<file path="src/rtl/fu_br_pipe.sv">
// fu_br_pipe: two-stage branch/jump resolve unit with prediction check,
// age-based flush and saturating resolve/mispredict counters.
`ifndef DATA_WIDTH_BR_OP
`define DATA_WIDTH_BR_OP 4
`define BR_OP_BEQ  4'd0
`define BR_OP_BNE  4'd1
`define BR_OP_BLT  4'd2
`define BR_OP_BLTU 4'd3
`define BR_OP_BGE  4'd4
`define BR_OP_BGEU 4'd5
`define BR_OP_JAL  4'd6
`define BR_OP_JALR 4'd7
`endif

module fu_br_pipe #(
  parameter int PC_WIDTH   = 32,
  parameter int WORD_WIDTH = 32,
  parameter int ROB_DEPTH  = 16,
  parameter int CNT_WIDTH  = 16,
  localparam int RW = $clog2(ROB_DEPTH)
) (
  input  logic                         clk,
  input  logic                         rst,
  input  logic                         in_valid,
  output logic                         in_ready,
  input  logic [`DATA_WIDTH_BR_OP-1:0] in_op,
  input  logic [PC_WIDTH-1:0]          in_pc,
  input  logic [WORD_WIDTH-1:0]        in_imm,
  input  logic [WORD_WIDTH-1:0]        in_rs1,
  input  logic [WORD_WIDTH-1:0]        in_rs2,
  input  logic [RW-1:0]                in_rob,
  input  logic                         in_pred_taken,
  input  logic [PC_WIDTH-1:0]          in_pred_target,
  input  logic [RW-1:0]                rob_head,
  input  logic                         flush_en,
  input  logic [RW-1:0]                flush_rob,
  output logic                         out_valid,
  input  logic                         out_ready,
  output logic [RW-1:0]                out_rob,
  output logic                         out_taken,
  output logic [PC_WIDTH-1:0]          out_redirect_pc,
  output logic                         out_mispredict,
  output logic [WORD_WIDTH-1:0]        out_link,
  output logic                         out_link_valid,
  output logic [CNT_WIDTH-1:0]         cnt_resolved,
  output logic [CNT_WIDTH-1:0]         cnt_mispredict
);
  typedef struct packed {
    logic [RW-1:0]         rob;
    logic                  taken;
    logic [PC_WIDTH-1:0]   redirect;
    logic                  mispredict;
    logic [WORD_WIDTH-1:0] link;
    logic                  link_valid;
  } res_t;

  // Modular age relative to the ROB head, so tag wrap needs no special case.
  function automatic logic younger(input logic [RW-1:0] x, input logic [RW-1:0] h,
                                   input logic [RW-1:0] f);
    logic [RW-1:0] ax, af;
    ax = x - h;
    af = f - h;
    return ax > af;
  endfunction

  logic                  e_valid_q, e_valid_d, w_valid_q, w_valid_d;
  res_t                  e_q, e_d, w_q, w_d, res;
  logic [CNT_WIDTH-1:0]  cnt_res_q, cnt_res_d, cnt_mis_q, cnt_mis_d;
  logic [PC_WIDTH-1:0]   pc4, br_tgt, jr_tgt, tgt;
  logic [WORD_WIDTH-1:0] jr_sum;
  logic                  taken, is_jump, e_live, w_live, w_load, store_in, hs;

  always_comb begin
    pc4     = in_pc + PC_WIDTH'(4);
    br_tgt  = in_pc + in_imm[PC_WIDTH-1:0];
    jr_sum  = in_rs1 + in_imm;
    jr_tgt  = jr_sum[PC_WIDTH-1:0] & ~PC_WIDTH'(1);
    is_jump = in_op == `BR_OP_JAL || in_op == `BR_OP_JALR;
    tgt     = in_op == `BR_OP_JALR ? jr_tgt : br_tgt;
    taken   = is_jump                 ? 1'b1 :
              in_op == `BR_OP_BEQ     ? in_rs1 == in_rs2 :
              in_op == `BR_OP_BNE     ? in_rs1 != in_rs2 :
              in_op == `BR_OP_BLT     ? $signed(in_rs1) < $signed(in_rs2) :
              in_op == `BR_OP_BLTU    ? in_rs1 < in_rs2 :
              in_op == `BR_OP_BGE     ? $signed(in_rs1) >= $signed(in_rs2) :
              in_op == `BR_OP_BGEU    ? in_rs1 >= in_rs2 : 1'b0;
    res.rob        = in_rob;
    res.taken      = taken;
    res.redirect   = taken ? tgt : pc4;
    res.mispredict = (taken != in_pred_taken) || (taken && tgt != in_pred_target);
    res.link       = is_jump ? WORD_WIDTH'(pc4) : '0;
    res.link_valid = is_jump;
  end

  // Flush is applied to stored and incoming entries before the advance decision.
  always_comb begin
    e_live    = e_valid_q && !(flush_en && younger(e_q.rob, rob_head, flush_rob));
    w_live    = w_valid_q && !(flush_en && younger(w_q.rob, rob_head, flush_rob));
    in_ready  = !e_valid_q || !w_valid_q || out_ready;
    out_valid = w_live;
    hs        = w_live && out_ready;
    w_load    = e_live && (!w_live || out_ready);
    store_in  = in_valid && in_ready && !(flush_en && younger(in_rob, rob_head, flush_rob));
    e_valid_d = store_in || (e_live && !w_load);
    e_d       = store_in ? res : e_q;
    w_valid_d = w_load || (w_live && !out_ready);
    w_d       = w_load ? e_q : w_q;
    cnt_res_d = (hs && !(&cnt_res_q)) ? cnt_res_q + CNT_WIDTH'(1) : cnt_res_q;
    cnt_mis_d = (hs && w_q.mispredict && !(&cnt_mis_q)) ? cnt_mis_q + CNT_WIDTH'(1) : cnt_mis_q;
  end

  always_ff @(posedge clk or posedge rst) begin
    if (rst) begin
      e_valid_q <= 1'b0;
      w_valid_q <= 1'b0;
      e_q       <= '0;
      w_q       <= '0;
      cnt_res_q <= '0;
      cnt_mis_q <= '0;
    end else begin
      e_valid_q <= e_valid_d;
      w_valid_q <= w_valid_d;
      e_q       <= e_d;
      w_q       <= w_d;
      cnt_res_q <= cnt_res_d;
      cnt_mis_q <= cnt_mis_d;
    end
  end

  assign out_rob         = w_q.rob;
  assign out_taken       = w_q.taken;
  assign out_redirect_pc = w_q.redirect;
  assign out_mispredict  = w_q.mispredict;
  assign out_link        = w_q.link;
  assign out_link_valid  = w_q.link_valid;
  assign cnt_resolved    = cnt_res_q;
  assign cnt_mispredict  = cnt_mis_q;
endmodule

</file>
<file path="config.mk">
export PLATFORM = sky130hd
export DESIGN_NAME = fu_br_pipe
export DESIGN_NICKNAME = d
export VERILOG_FILES = /design/src/rtl/fu_br_pipe.sv
export SDC_FILE = /design/constraint.sdc
export NUM_CORES = 1
export LEC_CHECK = 0
export BUFFER_PORTS_ARGS = -buffer_cell sky130_fd_sc_hd__buf_2
export CAP_MARGIN = 20
export CORE_MARGIN = 2
export CORE_UTILIZATION = 50
export CTS_CLUSTER_SIZE = 12
export DETAILED_ROUTE_END_ITERATION = 8
export PLACE_DENSITY = 0.74
export REMOVE_ABC_BUFFERS = 1
export SLEW_MARGIN = 0
export SYNTH_ARGS = -nofsm -noshare
export SYNTH_HDL_FRONTEND = slang
export SYNTH_SLANG_ARGS = --single-unit
</file>
<file path="constraint.sdc">
create_clock -name clk -period 9.62 [get_ports clk]
set_input_delay 0 -clock clk [delete_from_list [all_inputs] [get_ports clk]]
set_output_delay 0 -clock clk [all_outputs]
set_load 0.05 [all_outputs]
</file>
Yosys cells after proc, flatten, opt, wreduce, memory -nomap -nowiden
Index checks and enable logic that the tools add are counted.
Cells by class
  add/sub/neg operators: 9
  magnitude comparators: 7
  equality and inequality tests: 11
  muxes and demuxes: 10
  reductions and logical operators: 35
Operators by type and width (number)
  $mux W32: 3
  $add A32 B32 Y32: 2
  $ge A32 B32 Y1: 2
  $lt A32 B32 Y1: 2
  $ne A32 B32 Y1: 2
  $add A16 B1 Y16 const B: 2
  $add A32 B3 Y32 const B: 1
  $eq A32 B32 Y1: 1
  $reduce_and A16 Y1: 2
  $eq A4 B3 Y1 const B: 4
  $sub A4 B4 Y4: 4
  $logic_and A1 B1 Y1: 15
  $gt A4 B4 Y1: 3
  $logic_not A1 Y1: 10
  $eq A4 B2 Y1 const B: 2
  $logic_or A1 B1 Y1: 7
  $mux W1: 7
  $eq A4 B1 Y1 const B: 1
  $logic_not A4 Y1: 1
  $ne A1 B1 Y1: 1
Storage, ports and cells
  bits in registers: 176
  input bits: 182
  output and inout port bits: 105
  word-level logic and storage cells: 88

Longest topological paths before layout
Gate-level depths: netlist of run 1.
  depth in word-level cells: 11
  mapped depth: 17
  mapped depth without buffers: 17

Worst setup path before layout of run 1
No wires, ideal clock.
  path type: reg-to-reg
  from: register w_q, in the netlist out_rob[0]
  to: register w_q, in the netlist out_link[10]
  setup time: 0.125 ns
  data arrival time: 3.626 ns
  data required time: 9.495 ns
  path slack: 5.870 ns
  cell stages (with the launch flop): 15
  buffers on the path: 2
  clock period less this slack: 3.750 ns
  path through: dfrtp_1 > inv_1 > ha_1 > inv_1 > fa_1 > ha_1 > a21o_1 > a21o_1 > a21oi_1 > o21a_1 > nand2b_1 > nor2b_1 > clkbuf_1 > clkbuf_1 > mux2_2
Between the ends
  longest elaborated chain between the ends: 8
RTL lines
  start, declared: line 67  | res_t e_q, e_d, w_q, w_d, res;
  start signal, assigned: line 124  | w_q <= w_d;
  $sub A4 B4 Y4: line 61  | ax = x - h;
  $gt A4 B4 Y1: line 63  | return ax > af;
  $logic_and A1 B1 Y1: line 98  | w_live = w_valid_q && !(flush_en && younger(w_q.rob, rob_head, flush_rob));
  $logic_not A1 Y1: line 98
  $logic_and A1 B1 Y1: line 98
  named net out_valid: line 37  | output logic out_valid,
  $logic_not A1 Y1: line 102  | w_load = e_live && (!w_live || out_ready);
  $logic_or A1 B1 Y1: line 102
  $logic_and A1 B1 Y1: line 102
The timed path passes the listed nets, and every way through them passes these cells.
A chain may end at the register's enable or synchronous reset.

Worst setup path after layout of run 1
  from: input in_rob[0]
  to: register e_q[33] (netlist bit)
Between the ends
  longest elaborated chain between the ends: 5
RTL lines
  start, declared: line 31  | input logic [RW-1:0] in_rob,
  $sub A4 B4 Y4: line 61
  $gt A4 B4 Y1: line 63
  $logic_and A1 B1 Y1: line 103  | store_in = in_valid && in_ready && !(flush_en && younger(in_rob, rob_head, flush_rob));
  $logic_not A1 Y1: line 103
  $logic_and A1 B1 Y1: line 103
  end signal, assigned: line 116  | e_q <= '0;
  end signal, assigned: line 123  | e_q <= e_d;
  end, declared: line 67
No other way between the ends.

==> run metrics, run 1 <==
via count ~13,000; synthesized area per cell 9.03 µm²; Reg2Reg Setup Slack 5.93 ns; final setup violation count 0; max cap viols 0; PnR worst setup slack ~4.7 ns; most common cell after layout, fill and taps aside buf_2; CP Capture Type flip-flop; routed length on met1 about 19,000 µm; Hold Path Sink e_q[19]; Die Area ~30,000 µm²; RSZ-0062 raised after global routing false; port bufs 286; initial antenna violation count 6; Post-Syn Area 14,100 µm²; crit path max fanout 11; metal2 WL 19,700 µm; Slew Viols, Final 0; Total Routing Usage GR 29.3%; fmax 204 MHz; CTS tree yes; DR DRC count 0; clk buf depth 2; post-synth cell types 83; GR Overflow Total 0; crit path kind in2reg; Min-Delay Startpoint in_pc[18]; Rows 61; Worst Reg2Reg Path Length in Cells 12; ys async rst share 100%; final layout net count 2,146; Top FF cell, synth dfrtp_1; sequential share of the synthesized area a little under a third; CP Buf/Inv Count 5; largest net degree at the start of global routing 98; Peak VDD IR 0.000147 V; Core Region between 20,000 and 30,000 µm²; Tcrit/Tclk final 51.1%; HP Class in2reg; CP startpoint kind input pin; Critical R2R Launch e_q[67]; mean routed wirelength per cell 19.2 µm; commonest cells after routing, fill and taps aside 286 x buf_2, 176 x dfrtp_1, 168 x nand2_1; area delta synth->final 19.1%; Post-Synthesis Cells around 1,600; 1st-pass router iterations 6; Hold Path Cell Cnt 3; CP peak stage delay 0.58 ns; cell taking the most area after synthesis dfrtp_1; gpl congestion ~0.95; chip width 172 µm; share of the synthesized area in the top cell type between 30% and 40%; number of DRC markers after the initial detailed-route iteration between 900 and 1,000; Least-Margin Pin Slew 1.06 ns; H-tree levels 4; Crit path required time between 9 and 10 ns; Max Clock Skew 0.00930 ns; first-pass GRT wire length slightly below 70,000 µm; pre-CTS setup slack 5.16 ns; CTS Buf Count 17; setup tns final 0 ns; vias in the first global route around 13,000; Yosys warnings 0; Cells after DPL 2,159; CTS root buf clkbuf_16; CP Cell Sequence dlygate4sd3_1 > buf_2 > inv_1 > ha_1 > inv_1 > fa_1 > ha_1 > a2111oi_0 > a41oi_1 > o211ai_1 > nand2_4 > nor4_1 > nand4_1 > a2111oi_0 > nand4_1 > nor4_1 > nor2_1 > dlygate4sd3_1; leading post-synthesis cells by cell area dfrtp_1 31%, ha_1 10%, mux2_2 7.2%; EDFF count, synth 0; cts repair resizes 0; leakage 8.03 nW; Tmin final 4.91 ns; starting density of the core about half; Seq cells post-synth 176; Highest Signal Layer met5; Clk pin slew, worst setup/hold paths 0.07 ns; Layout Cells excl Fill 2,235; Crit path max-delay family compound AO/OA/AOI/OAI gates; share of layout cells above drive strength 1 between 20% and 30%; CP max stage cell a2111oi_0; post-detail-place hpwl 33,800 µm; wirelength, routed 43,000 µm; RR Endpoint out_link[26]; post-route ant nets 0; status completed; relative slew slack 29.3%; I/O Pins 287; Clock Sink Count 176; Die Span Y 172 µm; Cell Pwr Density 222 nW/µm²; worst endpoint data arrival time roughly 5.2 ns; DR vias/cell 5.83; met3 WL 3080 µm; Hold Violations, Final 0; Worst-Skew Late Latency around 0.44 ns
-- synthesized netlist by cell type, types with 32 or more instances --
master      n
nor2_1     75
ha_1      117
clkbuf_1   39
and3_1     32
xor2_1     70
o21ai_0    98
inv_1      58
mux2_2     90
a21oi_1    82
dfrtp_1   176
nand4_1    40
nand2_1   169
xnor2_1    83
nand3_1    60
-- per-stage QoR --
stage	total power [mW]	area, µm²	hold WS (ns)	utilization [%]
6_report	3.72	16800	0.0337	60.3
5_1_grt	3.94	16800	0.0205	60.3
4_1_cts	3.73	16700	0.0119	60.2
3_5_place_dp	3.00	15700	0.242	56.6
3_3_place_gp	2.96	15700	0.238	56.6
2_1_floorplan	2.51	13700	0.112	-
-- worst min-delay path: cells and delay by family --
kind	cells	cell delay (ns)
buffers and inverters	1	0.15
AO/OA/AOI/OAI	1	0.18
XOR/XNOR	1	0.11
-- cell families after synthesis --
| group | synth area share [%] |
|---|---|
| xor+xnor | 10.5 |
| mux | 8.20 |
| buf+inv | 3.92 |
| fa+ha+maj | 11.3 |
| compound gates | 18.2 |
| simple gates | 16.7 |
| flops | 31.3 |
-- layer usage --
layer,global-route usage (%),vias to the layer above
met5,0,-
met4,9.39,2
met3,5.06,79
met2,47.6,506
met1,39.7,6212
li1,-,6226
-- registers in the layout, summed over array words and instances (netlist names) --
name             count
cnt_mispredict      16
out_rob              4
cnt_resolved        16
out_link_valid       1
out_mispredict       1
out_redirect_pc     32
out_taken            1
e_valid_q            1
w_valid_q            1
out_link            32
e_q                 71
-- repair_timing --
| action | CTS | global route |
|---|---|---|
| endpoints found under the hold margin | 137 | 0 |
| hold buffers | 40 | 0 |
| setup buffers | 0 | 0 |
-- report_power, final --
part | leakage (nW) | total [mW] | switching [mW] | internal [mW]
Clock | 0.288 | 0.717 | 0.325 | 0.392
Sequential | 2.29 | 1.12 | 0.145 | 0.974
Combinational | 5.46 | 1.89 | 1.23 | 0.651
Total | 8.03 | 3.72 | 1.70 | 2.02
-- layout make-up --
class / instances / area (µm²)
fill: 2480 / 11000
multi-input combinational: 1254 / 9140
sequential: 176 / 4400
timing repair buffer: 334 / 1910
tap: 378 / 473
clock buffer: 17 / 425
inverter: 58 / 223
clock inverter: 13 / 176
antenna: 5 / 12.5
-- how the worst max path moves through the flow --
stage	startpoint	depth (start not counted)	to	slack, ns
2_1_floorplan	out_rob[0]	12	out_link[0]	3.33
3_3_place_gp	rob_head[1]	16	e_q[33]	5.31
3_5_place_dp	rob_head[1]	17	e_q[33]	5.16
4_1_cts	in_rob[0]	18	e_q[33]	4.80
5_1_grt	in_rob[0]	18	e_q[33]	4.50
6_report	in_rob[0]	18	e_q[33]	4.71
(Power assumes the default switching activity.)
==> inputs of run 2 (changes only) <==
- clock period: 9.62 -> 5.06 ns (I/O delays scaled with it)
==> run metrics, run 2 (synthesis results as in run 1) <==
status completed; CP startpoint kind input pin; worst endpoint data arrival time approximately 4.8 ns; vias in the first global route 12,700; most common cell after layout, fill and taps aside buf_2; DR DRC count 0; share of layout cells above drive strength 1 24.0%; CTS tree yes; relative slew slack 38.7%; Total Routing Usage GR 29.4%; post-route ant nets 0; Clock Sink Count 176; CP max stage cell dlygate4sd3_1; post-detail-place hpwl 34,200 µm; Crit path max-delay family compound AO/OA/AOI/OAI gates; CP Cell Sequence dlygate4sd3_1 > buf_2 > ha_1 > fa_1 > a211oi_2 > o211ai_1 > a2111oi_2 > o21a_1 > xor2_1 > xor2_1 > o21ai_0 > a2111oi_0 > nand4_1 > dlygate4sd3_1 > nor4_1 > nor2_1; DR vias/cell between 5 and 6; Min-Delay Startpoint in_pred_target[28]; final setup violation count 0; starting density of the core 50.7%; CP Capture Type flip-flop; Die Span Y between 150 and 200 µm; Cell Pwr Density 423 nW/µm²; largest reg by FF count e_q; PnR worst setup slack 0.650 ns; number of DRC markers after the initial detailed-route iteration between 1,000 and 1,500; RR Endpoint cnt_resolved[15]; GR Overflow Total 0; Hold Violations, Final 0; port bufs 286; HP Class in2reg; Final Power 7.12 mW; Tmin final between 4 and 5 ns; wirelength, routed 42,900 µm; Core Region 27,800 µm²; CTS root buf clkbuf_16; leakage between 8 and 9 nW; Hold Path Cell Cnt 5; Least-Margin Pin Slew approximately 0.90 ns; CTS Buf Count 17; RSZ-0062 raised after global routing false; max reg flops 71; mean routed wirelength per cell between 15 and 20 µm; Die Area 29,500 µm²; largest net degree at the start of global routing 100; crit path kind in2reg; commonest cells after routing, fill and taps aside 286 x buf_2, 176 x dfrtp_1, 168 x nand2_1; Crit path required time between 5 and 6 ns; CP Buf/Inv Count 3; I/O Pins 287; Critical R2R Launch out_rob[0]; Tcrit/Tclk final 87.2%; Slew Viols, Final 0; CP peak stage delay a little under 0.6 ns; Rows 61; clk buf depth 2; area delta synth->final 19.5%; Peak VDD IR about 0.00025 V; Cells after DPL around 2,200; 1st-pass router iterations 7; cts repair resizes 0; Layout Cells excl Fill 2,239; chip width 172 µm; max cap viols 0; Hold Path Sink e_q[33]; Clk pin slew, worst setup/hold paths approximately 0.090 ns; Worst Reg2Reg Path Length in Cells 14; Post-Route Utilization 60.5%; H-tree levels 4; initial antenna violation count 2; pre-CTS setup slack 1.02 ns; Reg2Reg Setup Slack around 1.6 ns; final layout net count 2,152; via count 13,100; Max Clock Skew between 0.02 and 0.025 ns; gpl congestion 0.986; fmax ~230 MHz; first-pass GRT wire length a little under 70,000 µm; crit path max fanout 3; Worst-Skew Late Latency 0.47 ns
==> run 2: cell count changes in the layout (fill, tap and decap cells not counted), sizes merged <==
cell / before / now
diode: 5 / 1
buf: 294 / 297
dlygate4sd3: 40 / 43
clkinv: 3 / 5
inv: 64 / 66
bufinv: 2 / 1
clkinvlp: 2 / 1
==> run 2: tightest hold or removal path, cell delays in order <==
cell and delay (ns):
buf_2 0.09, xor2_1 0.08, nand4_1 0.13, nor4_1 0.06, nor2_1 0.08
==> run 2: stage by stage <==
step	hold WS, ns	instance area (µm²)	TNS, ns
4_1_cts	0.00174	16800	0
5_1_grt	0.0426	16800	0
6_report	0.0210	16800	0
3_3_place_gp	0.255	15800	0
3_5_place_dp	0.262	15800	0
2_1_floorplan	0.112	13700	-87.36
==> run 2: routing by layer <==
| layer | global-route usage, % | wire length, µm | vias to the layer above |
|---|---|---|---|
| met1 | 40.0 | 19000 | 6329 |
| met3 | 5.29 | 3260 | 50 |
| met5 | 0 | 13 | - |
| li1 | - | - | 6251 |
| met2 | 48.0 | 19800 | 513 |
| met4 | 8.18 | 758 | 2 |
==> run 2: how the worst max path moves through the flow <==
stage                  end  cells after the start   startpoint  slack (ns)
2_1_floorplan  out_link[0]                     12   out_rob[0]       -1.23
3_3_place_gp       e_q[33]                     17  rob_head[1]        1.16
3_5_place_dp       e_q[33]                     17  rob_head[1]        1.02
4_1_cts            e_q[33]                     16     in_pc[0]        0.74
5_1_grt            e_q[33]                     16     in_pc[0]        0.38
6_report           e_q[33]                     16     in_pc[0]        0.65
==> run 2: power breakdown <==
part	leakage [nW]	internal, mW	switching [mW]
sequential	2.29	1.85	0.278
combinational	5.47	1.24	2.34
clock	0.302	0.723	0.686
total	8.06	3.81	3.30
==> run 2: what timing repair did <==
item	CTS	global route
hold buffers	43	0
setup buffers	0	0
hold endpoints to repair	139	0
==> run 2: area by class of cell <==
cell class / count / area [µm²]
Multi-Input combinational cell: 1254 / 9140
Clock inverter: 15 / 204
Antenna cell: 1 / 2.50
Clock buffer: 17 / 425
Tap cell: 378 / 473
Fill cell: 2508 / 11000
Sequential cell: 176 / 4400
Inverter: 58 / 223
Timing Repair Buffer: 340 / 1940
==> inputs of run 3 (changes only) <==
- ABC_AREA: not set -> 1
- CTS_CLUSTER_SIZE: 12 -> 14
- GPL_ROUTABILITY_DRIVEN: not set -> 0
- PLACE_DENSITY: 0.74 -> 0.73
==> run metrics, run 3 <==
final layout net count roughly 3,000; I/O Pins 287; area delta synth->final 17.8%; Peak VDD IR 0.000260 V; Core Region between 20,000 and 30,000 µm²; Seq cells post-synth 176; commonest cells in the netlist 800 x nand2_1, 429 x inv_1, 209 x nand3_1; Max Clock Skew between 0.015 and 0.02 ns; Critical R2R Launch out_rob[0]; Worst Reg2Reg Path Length in Cells 14; starting density of the core 51.1%; EDFF count, synth 0; max cap viols 0; Reg area 4400 µm²; Tmin final between 3 and 4 ns; multi-input logic area 9010 µm²; Least-Margin Pin Slew 0.884 ns; status completed; largest net degree at the start of global routing 99; Slew Viols, Final 0; Die Area 32,000 µm²; Final Power 6.88 mW; max reg flops about 70; CP Cell Sequence inv_1 > ha_1 > inv_1 > fa_1 > xor2_1 > ha_1 > nand2_1 > a211oi_1 > nor2_1 > a21boi_2 > nand2_1 > nand2_4 > buf_4 > o21ai_0; Comb pwr share between 50 and 60%; Top FF cell, synth dfrtp_1; CTS Buf Count 17; synthesized area per cell about 6.4 µm²; mean routed wirelength per cell around 15 µm; share of layout cells above drive strength 1 14.0%; Psw 3.35 mW; initial antenna violation count 2; DR DRC count 0; CP peak stage delay 0.66 ns; crit path kind reg2reg; Clock Power Share 19.5%; Yosys warnings 0; setup repair bufs after CTS 0; final setup violation count 0; Total Routing Usage GR 29.6%; ys async rst share 100%; CP Buf/Inv Count 3; largest reg by FF count e_q; RSZ-0062 raised after global routing false; Tcrit/Tclk final 75.3%; Clk pin slew, worst setup/hold paths roughly 0.07 ns; Cell Pwr Density 382 nW/µm²; HP Class in2reg; crit path max fanout 98; leakage 10.4 nW; chip width approximately 180 µm; post-detail-place hpwl 38,200 µm; first-pass GRT wire length 74,800 µm; Rows 63; Worst-Skew Late Latency 0.44 ns; H-tree levels 4; 1st-pass router iterations 9; Min-Delay Startpoint in_pc[10]; Crit path max-delay family simple AND/OR/NAND/NOR gates; GR Overflow Total 0; wirelength, routed roughly 47,000 µm; Post-Synthesis Cells 2,383; setup tns final 0 ns; leading post-synthesis cells by cell area dfrtp_1 29%, nand2_1 20%, inv_1 11%; PnR worst setup slack approximately 1.2 ns; RR Endpoint out_link[6]; Hold Violations, Final 0; cell taking the most area after synthesis dfrtp_1; fillers 2,881; vias in the first global route 15,300; via count ~16,000; worst endpoint data arrival time 4.11 ns; most frequent cell after synthesis nand2_1; CP max stage cell nand2_4; switch share between 40% and 50%; relative slew slack 41.1%; sequential share of the synthesized area 28.8%; CP Capture Type flip-flop; most common cell after layout, fill and taps aside nand2_1; Hold Path Cell Cnt 3; port bufs 286; Die Span Y 179 µm; clk buf depth 2; fmax 262 MHz; Sequential Power Share 30.2%; pre-CTS setup slack roughly 1.3 ns; share of the synthesized area in the top cell type 28.8%; commonest cells after routing, fill and taps aside 799 x nand2_1, 428 x inv_1, 286 x buf_2; post-route ant nets 0; CTS root buf clkbuf_16; DR vias/cell 5.23; Hold Path Sink e_q[11]; CTS tree yes; Clock Sink Count between 150 and 200; post-synth cell types between 40 and 50; cts repair resizes 0; Post-Syn Area 15,300 µm²; number of DRC markers after the initial detailed-route iteration about 1,200; Crit path required time 5.36 ns; P_int 3.54 mW; Reg2Reg Setup Slack 1.25 ns; CP startpoint kind flip-flop
-- run 3: changes by cell type in the layout (fill, tap and decap cells not counted), moves of 30 or more --
cell	before	now
mux2_2	90	4
nand3_1	59	209
o22ai_1	3	33
nand2_1	168	799
nor2_1	75	129
inv_1	57	428
xnor2_1	83	32
-- run 3: power groups by stage --
stage | registers [mW] | clock network, mW | logic (mW)
finish | 2.08 | 1.35 | 3.46
global placement | 2.08 | 0 | 3.33
floorplan | 3.00 | 0 | 1.57
global route | 2.13 | 1.42 | 3.82
detailed placement | 2.09 | 0 | 3.41
CTS | 2.07 | 1.36 | 3.44
-- run 3: layout make-up --
| cell class | instances | share of cell area, % |
|---|---|---|
| multi-input combinational | 1715 | 50.1 |
| sequential | 176 | 24.5 |
| clock buffer | 17 | 2.36 |
| clock inverter | 15 | 0.973 |
| antenna | 1 | 0.0139 |
| inverter | 447 | 9.35 |
| tap | 390 | 2.71 |
| timing repair buffer | 325 | 10.1 |
-- run 3: worst reg2reg max path: cells and delay by family, from the launching register on --
kind                       cells  cell delay, ns
xor gates and xnor gates       1            0.19
AOI/OAI and AO/OA              3            0.63
adders and majority gates      3            0.82
buffers and inverters          3            0.66
and+or+nand+nor                4            0.95
DFF                            1            0.44
-- run 3: how the worst max path moves through the flow --
| stage | slack [ns] | cells past startpoint | start | to |
|---|---|---|---|---|
| 3_3_place_gp | 1.50 | 14 | out_rob[0] | out_redirect_pc[7] |
| 5_1_grt | 0.91 | 15 | out_rob[0] | out_link[2] |
| 3_5_place_dp | 1.34 | 14 | out_rob[0] | out_link[5] |
| 4_1_cts | 1.31 | 14 | out_rob[0] | out_link[6] |
| 6_report | 1.25 | 14 | out_rob[0] | out_link[6] |
| 2_1_floorplan | -0.13 | 13 | out_rob[0] | out_mispredict |
-- run 3: repair_timing --
action / CTS / global route
hold buffers: 29 / 0
setup endpoints to repair: 0 / 0
hold endpoints to repair: 84 / 0
-- run 3: layer usage --
layer	GRT usage [%]	part of all wire, %
met3	4.28	7.7
met4	11.1	3.6
met1	38.7	43
met2	49.4	45
met5	0	0.028
-- run 3: cell families after synthesis --
kind of cell | Yosys count | synth area share, %
simple gates | 1254 | 34.9
buf+inv | 492 | 12.2
compound gates | 259 | 9.08
flops | 176 | 28.8
fa+ha+maj | 123 | 10.4
xor+xnor | 75 | 4.30
mux | 4 | 0.295
-- run 3: stage by stage --
step                instance area (µm²)  util, %  hold WS, ns  std cells
floorplan                         15100        -        0.103       2338
global placement                  17100     57.3       0.0739       3024
detailed placement                17100     57.3       0.0886       3024
CTS                               18000     60.2      0.00221       3085
global route                      18000     60.2       0.0332       3085
finish                            18000     60.2       0.0176       3086
